--- src/rtl/pipe_stage_reg.sv ---
// Pipeline slot register: holds one instruction between two stages and
// handles hold, bubble insertion and flush, with stall/bubble statistics.
module pipe_stage_reg #(
    parameter int unsigned DATA_W     = 128,
    parameter int unsigned TNEW_W     = 3,
    parameter int unsigned TNEW_DEC   = 1,
    parameter logic [31:0] RESET_PC   = 32'h0000_3000,
    parameter bit          CLEAR_DATA = 1'b0
) (
    input  logic              clk,
    input  logic              reset,
    input  logic              flush,
    input  logic              hold,
    input  logic              bubble,
    input  logic              in_valid,
    input  logic [31:0]       in_pc,
    input  logic              in_regwrite,
    input  logic              in_memwrite,
    input  logic [4:0]        in_a3,
    input  logic [TNEW_W-1:0] in_tnew,
    input  logic [DATA_W-1:0] in_data,
    output logic              out_valid,
    output logic [31:0]       out_pc,
    output logic              out_regwrite,
    output logic              out_memwrite,
    output logic [4:0]        out_a3,
    output logic [TNEW_W-1:0] out_tnew,
    output logic [DATA_W-1:0] out_data,
    output logic [15:0]       bubble_cnt,
    output logic [15:0]       hold_cnt
);

    localparam logic [TNEW_W:0] DEC = (TNEW_W+1)'(TNEW_DEC);

    logic [TNEW_W:0]   tnew_ext;
    logic [TNEW_W:0]   tnew_diff;
    logic [TNEW_W-1:0] tnew_next;
    logic              empty;

    assign tnew_ext  = {1'b0, in_tnew};
    assign tnew_diff = tnew_ext - DEC;
    // Result-ready countdown floors at zero rather than wrapping.
    assign tnew_next = (tnew_ext > DEC) ? tnew_diff[TNEW_W-1:0]
                                        : '0;

    assign empty = flush || (!hold && bubble);

    always_ff @(posedge clk) begin
        if (reset) begin
            out_valid    <= 1'b0;
            out_pc       <= RESET_PC;
            out_regwrite <= 1'b0;
            out_memwrite <= 1'b0;
            out_a3       <= '0;
            out_tnew     <= '0;
            out_data     <= '0;
            bubble_cnt   <= '0;
            hold_cnt     <= '0;
        end else if (empty) begin
            out_valid    <= 1'b0;
            out_pc       <= RESET_PC;
            out_regwrite <= 1'b0;
            out_memwrite <= 1'b0;
            out_a3       <= '0;
            out_tnew     <= '0;
            if (CLEAR_DATA)
                out_data <= '0;
            if (bubble_cnt != 16'hFFFF)
                bubble_cnt <= bubble_cnt + 16'd1;
        end else if (hold) begin
            if (hold_cnt != 16'hFFFF)
                hold_cnt <= hold_cnt + 16'd1;
        end else begin
            out_valid    <= in_valid;
            out_pc       <= in_pc;
            out_regwrite <= in_valid && in_regwrite;
            out_memwrite <= in_valid && in_memwrite;
            out_a3       <= in_a3;
            out_tnew     <= tnew_next;
            out_data     <= in_data;
        end
    end

endmodule

--- config.mk ---
export PLATFORM = sky130hd
export DESIGN_NAME = pipe_stage_reg
export DESIGN_NICKNAME = d
export VERILOG_FILES = /design/src/rtl/pipe_stage_reg.sv
export SDC_FILE = /design/constraint.sdc
export NUM_CORES = 1
export LEC_CHECK = 0
export ABC_AREA = 1
export CAP_MARGIN = 30
export CORE_MARGIN = 5
export CORE_UTILIZATION = 42
export DETAILED_ROUTE_END_ITERATION = 6
export GPL_ROUTABILITY_DRIVEN = 0
export HOLD_SLACK_MARGIN = 0.06
export PLACE_DENSITY = 0.8
export SLEW_MARGIN = 20
export SYNTH_ARGS = -nofsm -noshare
export SYNTH_HDL_FRONTEND = slang
export SYNTH_SLANG_ARGS = --single-unit
--- constraint.sdc ---
create_clock -name clk -period 2.1 [get_ports clk]
set_input_delay 0.42 -clock clk [delete_from_list [all_inputs] [get_ports clk]]
set_output_delay 0.42 -clock clk [all_outputs]
set_load 0.05 [all_outputs]
# After elaboration in Yosys (flattened, before gate mapping)
# Index checks and enable logic that the tools add are counted.
[word_totals] in_bits=176 register_bits=203 out_inout_bits=203 word_cells=27
[classes] n_lt_le_gt_ge=1 reduce_logical=9 mux=1 addsub=3 eq_ne=2 bitwise_logic=2
[op_table] cell="$add 16x1->16 const B" count=2
[op_table] cell="$ne 16x16->1 const B" count=2
[op_table] cell="$reduce_and 2->1" count=2
[op_table] cell="$gt 3x1->1 const B" count=1
[op_table] cell="$logic_and 1x1->1" count=3
[op_table] cell="$mux 3" count=1
[op_table] cell="$reduce_and 3->1" count=1
[op_table] cell="$sub 3x1->3 const B" count=1
[op_table] cell="$not 1->1" count=2
[op_table] cell="$reduce_or 2->1" count=1
[op_table] cell="$logic_not 1->1" count=1
[op_table] cell="$logic_or 1x1->1" count=1

# Logic depth before layout (Yosys ltp)
# Gate-level depths: netlist of the first run.
[logic_depth] ltp_word=5 depth_mapped=11 mapped_depth_nobuf=10

# Worst setup path after synthesis of the first run
# OpenSTA, ideal clock, no wires.
[synth_path] path_type="reg-to-reg" from="register bubble_cnt[0]" to="register bubble_cnt[10]" path_slack_ps=200 stages_incl_launch_ff=10 n_path_buf=1 required_time_ps=1987 t_arrival_ps=1788 setup_ps=113 synth_period_minus_slack_ps=1900 path_cell_list="dfxtp_1 -> ha_1 -> nand2_1 -> nor2_2 -> nand2_2 -> o21ai_4 -> buf_6 -> nand2_1 -> nand2_1 -> nor2_1"
[synth_via] elab_chain_len=2 elab_cells_between_ends=3 classes_between="1 x add/sub; 1 x eq/ne; 1 x reduce/logical"
[synth_rtl] element="start: declaration" line="29" source="output logic [15:0] bubble_cnt,"
[synth_rtl] element="start signal: assignment" line="69" source="bubble_cnt <= bubble_cnt + 16'd1;"
[synth_rtl] element="parallel branches: the longest is 2 deep, another holds $add 16x1->16"
# Several ways; the timed one is not identified.
# A chain may end at the register's enable or synchronous reset.

# Worst setup path after layout of the first run
[layout_path] from="register out_data[66]" to="output port out_data[66]"
[layout_rtl] element="start: declaration" line="28" source="output logic [DATA_W-1:0] out_data,"
[layout_rtl] element="start signal: assignment" line="80" source="out_data <= in_data;"
# No word-level cell between the ends.

==> qor.yml, run 1 <==
global_routing:
  grt_pass1_vias: 8138
  grt_max_degree: 130
  grt_antenna_before_repair: 1
  overflow: 0
  grt_usage_pct: 23.5
  grt_pass1_wl_mm: 45.5
layout:
  syn2layout_area_growth_pct: 56.1
  fin_cells: 1732
  drive_gt1_share_pct: 9.58
  fin_area_um2: 13300
  nets: 1625
power:
  netSwitchingPower_mw: 2.72
  internal_power_mw: 7.00
  peakVddDrop_mv: 0.652
  p_per_area_nw_per_um2: 733
  p_seq_share_pct: 42.1
  clkPwrFrac_pct: 40.0
  pwr-share-comb_pct: 18.0
  cellLeakagePower_nw: 6.44
  swShare_pct: 28.0
clocking:
  clkTransAtPathRegs_ns: 0.06
  cts-root-buf: "clkbuf_16"
  htreeDepth: 1
  clkSinkCount: 203
  clk_latency_ns: 0.50
  clk_path_buf_depth: 3
  cts_tree: "done"
  cts_buffers: 23
  cts_hold_buffers: 0
critical_path:
  r2r-start: "bubble_cnt[0]"
  crit_slowest_cell: "clkdlybuf4s50_1"
  path_max_fanout: 2
  path_delay_family: "buffers and inverters"
  critPathMaxStageDelay_ns: 0.83
  critical_path_class: "reg2out"
  arrival_ns: 1.65
  critPathRequiredTime_ns: 1.68
  critPathCaptureType: "output port"
  crit_start: "out_data[66]"
  crit_path_cell_trace: "clkdlybuf4s50_1"
  cp_num_buf_inv: 1
  setup.worst_path.start_class: "flop"
timing:
  tightest_slew_ns: 0.603
  setup_viol: 0
  holdWs_ns: 0.366
  max_freq_ghz: 0.483
  drv_slew: 0
  finalHoldViolations: 0
  period_minus_slack_ns: 2.07
  finalCritPeriodShare_pct: 98.6
  worst_slack_ns: 0.0296
  skew_ns: 0.0142
  rsz0062_at_grt: "false"
  fin_tns_setup_ns: 0
  relSlewSlack_pct: 59.8
logic_synthesis:
  synth_area_um2: 8500
  synth-seq-cells: 203
  yosys.area.top_type_share_pct: 47.8
  synthTopCellsByArea: "dfxtp_1 (48%), nand2_1 (13%), a21oi_1 (10%)"
  syn_area_per_cell_um2: 7.80
  yosysWarningCount: 0
  synth.distinct_cells: 32
  synth_seq_area_share_pct: 47.8
  synth_fp_nets: 1270
  syn_inst: 1090
  synth_top_cell_by_area: "dfxtp_1"
floorplanning:
  rows: 52
  core_area_um2: 20100
  die_h_um: 152
  die_area_um2: 23200
  initial_utilization_pct: 42.3
  ioPinCount: 379
  die_w_um: 152
route:
  first_pass_iters: 4
  dr.first_iter.drc_count: 422
  vias: 8640
  vias_per_cell: 4.99
  drt_wl_total_mm: 29.4
  antenna_left: 0
  drc_errors: 0
  wl_per_cell_um: 17.0
place:
  pre_cts_slack_ns: 0.0982
  dp_hpwl_mm: 20.8
  dp.cells: 1690
  placed_cell_area_um2: 12500
  port_buffers: 378
min_path:
  hp-class: "in2reg"
  holdCritStartpoint: "reset"
status:
  outcome: "complete, no violations"
job:
  drv_cap: 0
-- power groups by stage --
stage	Sequential (mW)	Clock (mW)	Combinational (mW)
floorplan	4.68	0	0.518
global placement	4.17	0	1.77
detailed placement	4.18	0	1.79
CTS	4.09	3.98	1.76
global route	4.11	4.14	1.85
finish	4.09	3.89	1.75
-- cell families (layout without fill, tap and decap cells) --
family          count (synthesis)  count (layout)  synth area share (%)
buf+inv                       123             494                  7.82
simple gates                  565             565                  31.7
flops                         203             203                  47.8
compound gates                187             187                  11.3
fa+ha+maj                       4               4                 0.589
other cells                     0               1                     0
xor+xnor                        8               8                 0.824
-- Yosys cell counts (all sizes together) --
master  number
inv         49
o21ai        6
a31oi        2
o211ai       1
a21oi      175
nand3      161
ha           4
buf         46
a22oi        2
clkbuf      28
nand2      303
xnor2        2
nor2        94
nand4        6
nand3b       1
xor2         6
o21bai       1
dfxtp      203
-- worst paths after layout --
| path | slack, ns | to | cells past startpoint |
|---|---|---|---|
| worst min register to register | 0.46 | out_data[42] | 2 |
| worst max register to register | 0.32 | bubble_cnt[0] | 8 |
| worst max-delay path | 0.03 | out_data[66] | 1 |
| worst min-delay path | 0.37 | out_pc[13] | 5 |
-- worst reg2reg max path: stages (launching register included) --
cell and delay, ns:
dfxtp_1 0.45, ha_1 0.23, nand2_1 0.07, nor2_2 0.14, nand2_2 0.11, o21ai_4 0.38
inv_1 0.15, nor2_1 0.11, nor2_1 0.05
-- layout by cell type, fill, tap and decap left out, types with 2 or more instances in the layout --
cell,count
buf_12,10
nand4_1,6
inv_6,2
a21oi_1,175
inv_1,46
clkbuf_1,6
nand3_2,60
dlymetal6s2s_1,71
o21ai_0,5
nand2_1,298
buf_4,22
dlygate4sd2_1,85
nand2_4,2
clkdlybuf4s50_1,216
nor2_2,3
clkbuf_8,5
dfxtp_1,203
clkbuf_16,23
ha_1,4
nand3_1,100
xor2_1,6
a31oi_1,2
xnor2_1,2
nand2_2,2
nor2_1,91
clkinv_2,4
a22oi_1,2
-- layout make-up --
class / count / area [um2]
Fill cell: 1631 / 6840
Timing Repair Buffer: 404 / 4160
Sequential cell: 203 / 4060
Multi-Input combinational cell: 764 / 3780
Clock buffer: 34 / 667
Tap cell: 270 / 338
Inverter: 49 / 191
Clock inverter: 7 / 66.3
Antenna cell: 1 / 2.50
-- layer usage --
metal | routed length (um) | GRT usage, % | part of all wire, %
met5 | 0 | 0 | 0
met4 | 633 | 6.04 | 2.2
met3 | 2040 | 5.79 | 7.0
met2 | 14700 | 41.7 | 50
met1 | 12000 | 28.6 | 41
-- state kept, by name (all words and copies together) (netlist names) --
register and cells:
out_a3 5, out_tnew 3, out_data 128, out_memwrite 1
out_regwrite 1, out_valid 1, out_pc 32, hold_cnt 16
bubble_cnt 16
-- per-stage QoR --
step	total power [mW]	util, %
2_1_floorplan	5.19	-
3_3_place_gp	5.94	62.0
3_5_place_dp	5.96	62.0
4_1_cts	9.83	65.1
5_1_grt	10.1	66.0
6_report	9.72	66.0
-- repair_timing --
| action | CTS | global route |
|---|---|---|
| pin swaps | 0 | 0 |
| endpoints found under the setup margin | 85 | 71 |
| resized for setup | 85 | 71 |
| setup buffers | 0 | 0 |
| cloned | 0 | 0 |
Note: power is estimated with default switching activity, not from simulation.
==> run 2: changes to the inputs <==
Clock period 2.1 ns to 2.02 ns, I/O delays scaled along.
==> run 2 against run 1 <==
Cell count up 0.17%. Largest cell class is now flip-flops and latches. Combinational power up 2%. Hold slack better by 0.0017 ns. Clock skew down 0.0084 ns. Register-to-register slack worse by 0.03 ns. Non-clock buffer count up 7. Largest power group unchanged. Critical endpoint is now bubble_cnt[6].
==> qor.yml, run 2 (same netlist as run 1, synthesis figures left out) <==
status:
  outcome: "complete, no violations"
critical_path:
  setup.worst_path.start_class: "flop"
  critPathCaptureType: "output port"
  critical_path_class: "reg2out"
  critPathRequiredTime_ns: 1.62
  crit_slowest_cell: "dlygate4sd2_1"
  arrival_ns: 1.47
  path_delay_family: "buffers and inverters"
  crit_start: "bubble_cnt[6]"
  r2r-start: "bubble_cnt[1]"
  critPathMaxStageDelay_ns: 0.57
  rr_worst_depth: 8
  crit_path_cell_trace: "dlygate4sd2_1"
  cp_num_buf_inv: 1
  r2r-end: "bubble_cnt[1]"
  path_max_fanout: 5
  rrSetupSlack_ns: 0.29
floorplanning:
  die_area_um2: 23200
  ioPinCount: 379
  core_area_um2: 20100
  rows: 52
  initial_utilization_pct: 42.3
  die_h_um: 152
  die_w_um: 152
min_path:
  hp-class: "in2reg"
  min_path_cells: 4
  holdCritStartpoint: "reset"
  hold_path_end: "hold_cnt[5]"
timing:
  tightest_slew_ns: 0.611
  finalCritPeriodShare_pct: 92.7
  rsz0062_at_grt: "false"
  drv_slew: 0
  finalHoldViolations: 0
  period_minus_slack_ns: 1.87
  holdWs_ns: 0.368
  max_freq_ghz: 0.534
  skew_ns: 0.00586
  setup_viol: 0
  relSlewSlack_pct: 59.3
global_routing:
  grt_usage_pct: 23.5
  grt_antenna_before_repair: 3
  grt_pass1_vias: 8267
  grt_pass1_wl_mm: 45.3
  grt_max_degree: 130
  overflow: 0
clocking:
  cts_tree: "done"
  cts-root-buf: "clkbuf_16"
  clk_path_buf_depth: 3
  clk_latency_ns: 0.49
  clkSinkCount: 203
  cts_buffers: 22
  htreeDepth: 1
  clkTransAtPathRegs_ns: 0.06
layout:
  layout_common_cells: "nand2_1 (297), dfxtp_1 (203), a21oi_1 (175), clkdlybuf4s50_1 (174), dlygate4sd2_1 (165)"
  nFillCells: 1752
  final_core_util_pct: 64.4
  largest_reg_flops: 128
  regMostFlops: "out_data"
  top_regs: "out_data (128), out_pc (32)"
  fin_cells: 1735
  nets: 1631
  fin_area_um2: 13000
  syn2layout_area_growth_pct: 52.4
  drive_gt1_share_pct: 12.2
  final_common_cell: "nand2_1"
power:
  cellLeakagePower_nw: 5.66
  p_per_area_nw_per_um2: 770
  p_total_mw: 9.97
  peakVddDrop_mv: 0.636
route:
  first_pass_iters: 5
  dr.first_iter.drc_count: 384
  vias: 8637
  vias_per_cell: 4.98
  wl_per_cell_um: 16.7
  antenna_left: 0
  drc_errors: 0
  drt_wl_total_mm: 29.0
place:
  dp_hpwl_mm: 21.1
  port_buffers: 378
  placed_cell_area_um2: 12400
  dp.cells: 1697
job:
  drv_cap: 0
-- run 2: final cells by class --
| type | instances | area, um2 | area share [%] |
|---|---|---|---|
| Antenna cell | 2 | 5.00 | 0.0386 |
| Clock buffer | 33 | 663 | 5.12 |
| Clock inverter | 3 | 40.0 | 0.309 |
| Inverter | 49 | 191 | 1.48 |
| Multi-Input combinational cell | 764 | 3780 | 29.2 |
| Sequential cell | 203 | 4060 | 31.4 |
| Tap cell | 270 | 338 | 2.61 |
| Timing Repair Buffer | 411 | 3860 | 29.8 |
-- run 2: repair_timing --
item / in CTS / in global routing
hold buffers: 0 / 0
resized for setup: 165 / 2
setup buffers: 0 / 0
endpoints found under the hold margin: 0 / 0
endpoints found under the setup margin: 165 / 1
-- run 2: worst max path at each step --
stage | to | slack (ns) | depth (start not counted)
after floorplan | bubble_cnt[10] | 0.12 | 9
after global placement | bubble_cnt[4] | 0.06 | 9
after detailed placement | out_data[113] | -0.0007 | 8
after CTS | bubble_cnt[7] | 0.13 | 1
after global routing | bubble_cnt[1] | 0.06 | 8
final | bubble_cnt[6] | 0.15 | 1
-- run 2: layer usage --
metal,track usage [%],routed length (um)
met5,0,13
met4,7.62,841
met3,6.31,2240
met2,40.9,14400
met1,28.3,11600
-- run 2: where the power goes --
group,switching [mW],internal [mW]
Combinational,1.11,0.674
Sequential,0.0863,4.16
Clock,1.56,2.37
Total,2.76,7.21
-- run 2: per-stage QoR --
stage          setup WS, ns   TNS [ns]
2_1_floorplan         0.120          0
3_3_place_gp         0.0637          0
3_5_place_dp      -0.000747  -0.000747
4_1_cts               0.130          0
5_1_grt              0.0606          0
6_report              0.147          0
==> run 3: changes to the inputs <==
Settings changed: HOLD_SLACK_MARGIN 0.06 to unset, TNS_END_PERCENT set to 30.
==> results of run 3 <==
Same layout as run 2: the final DEF is identical, and so are final timing and power.
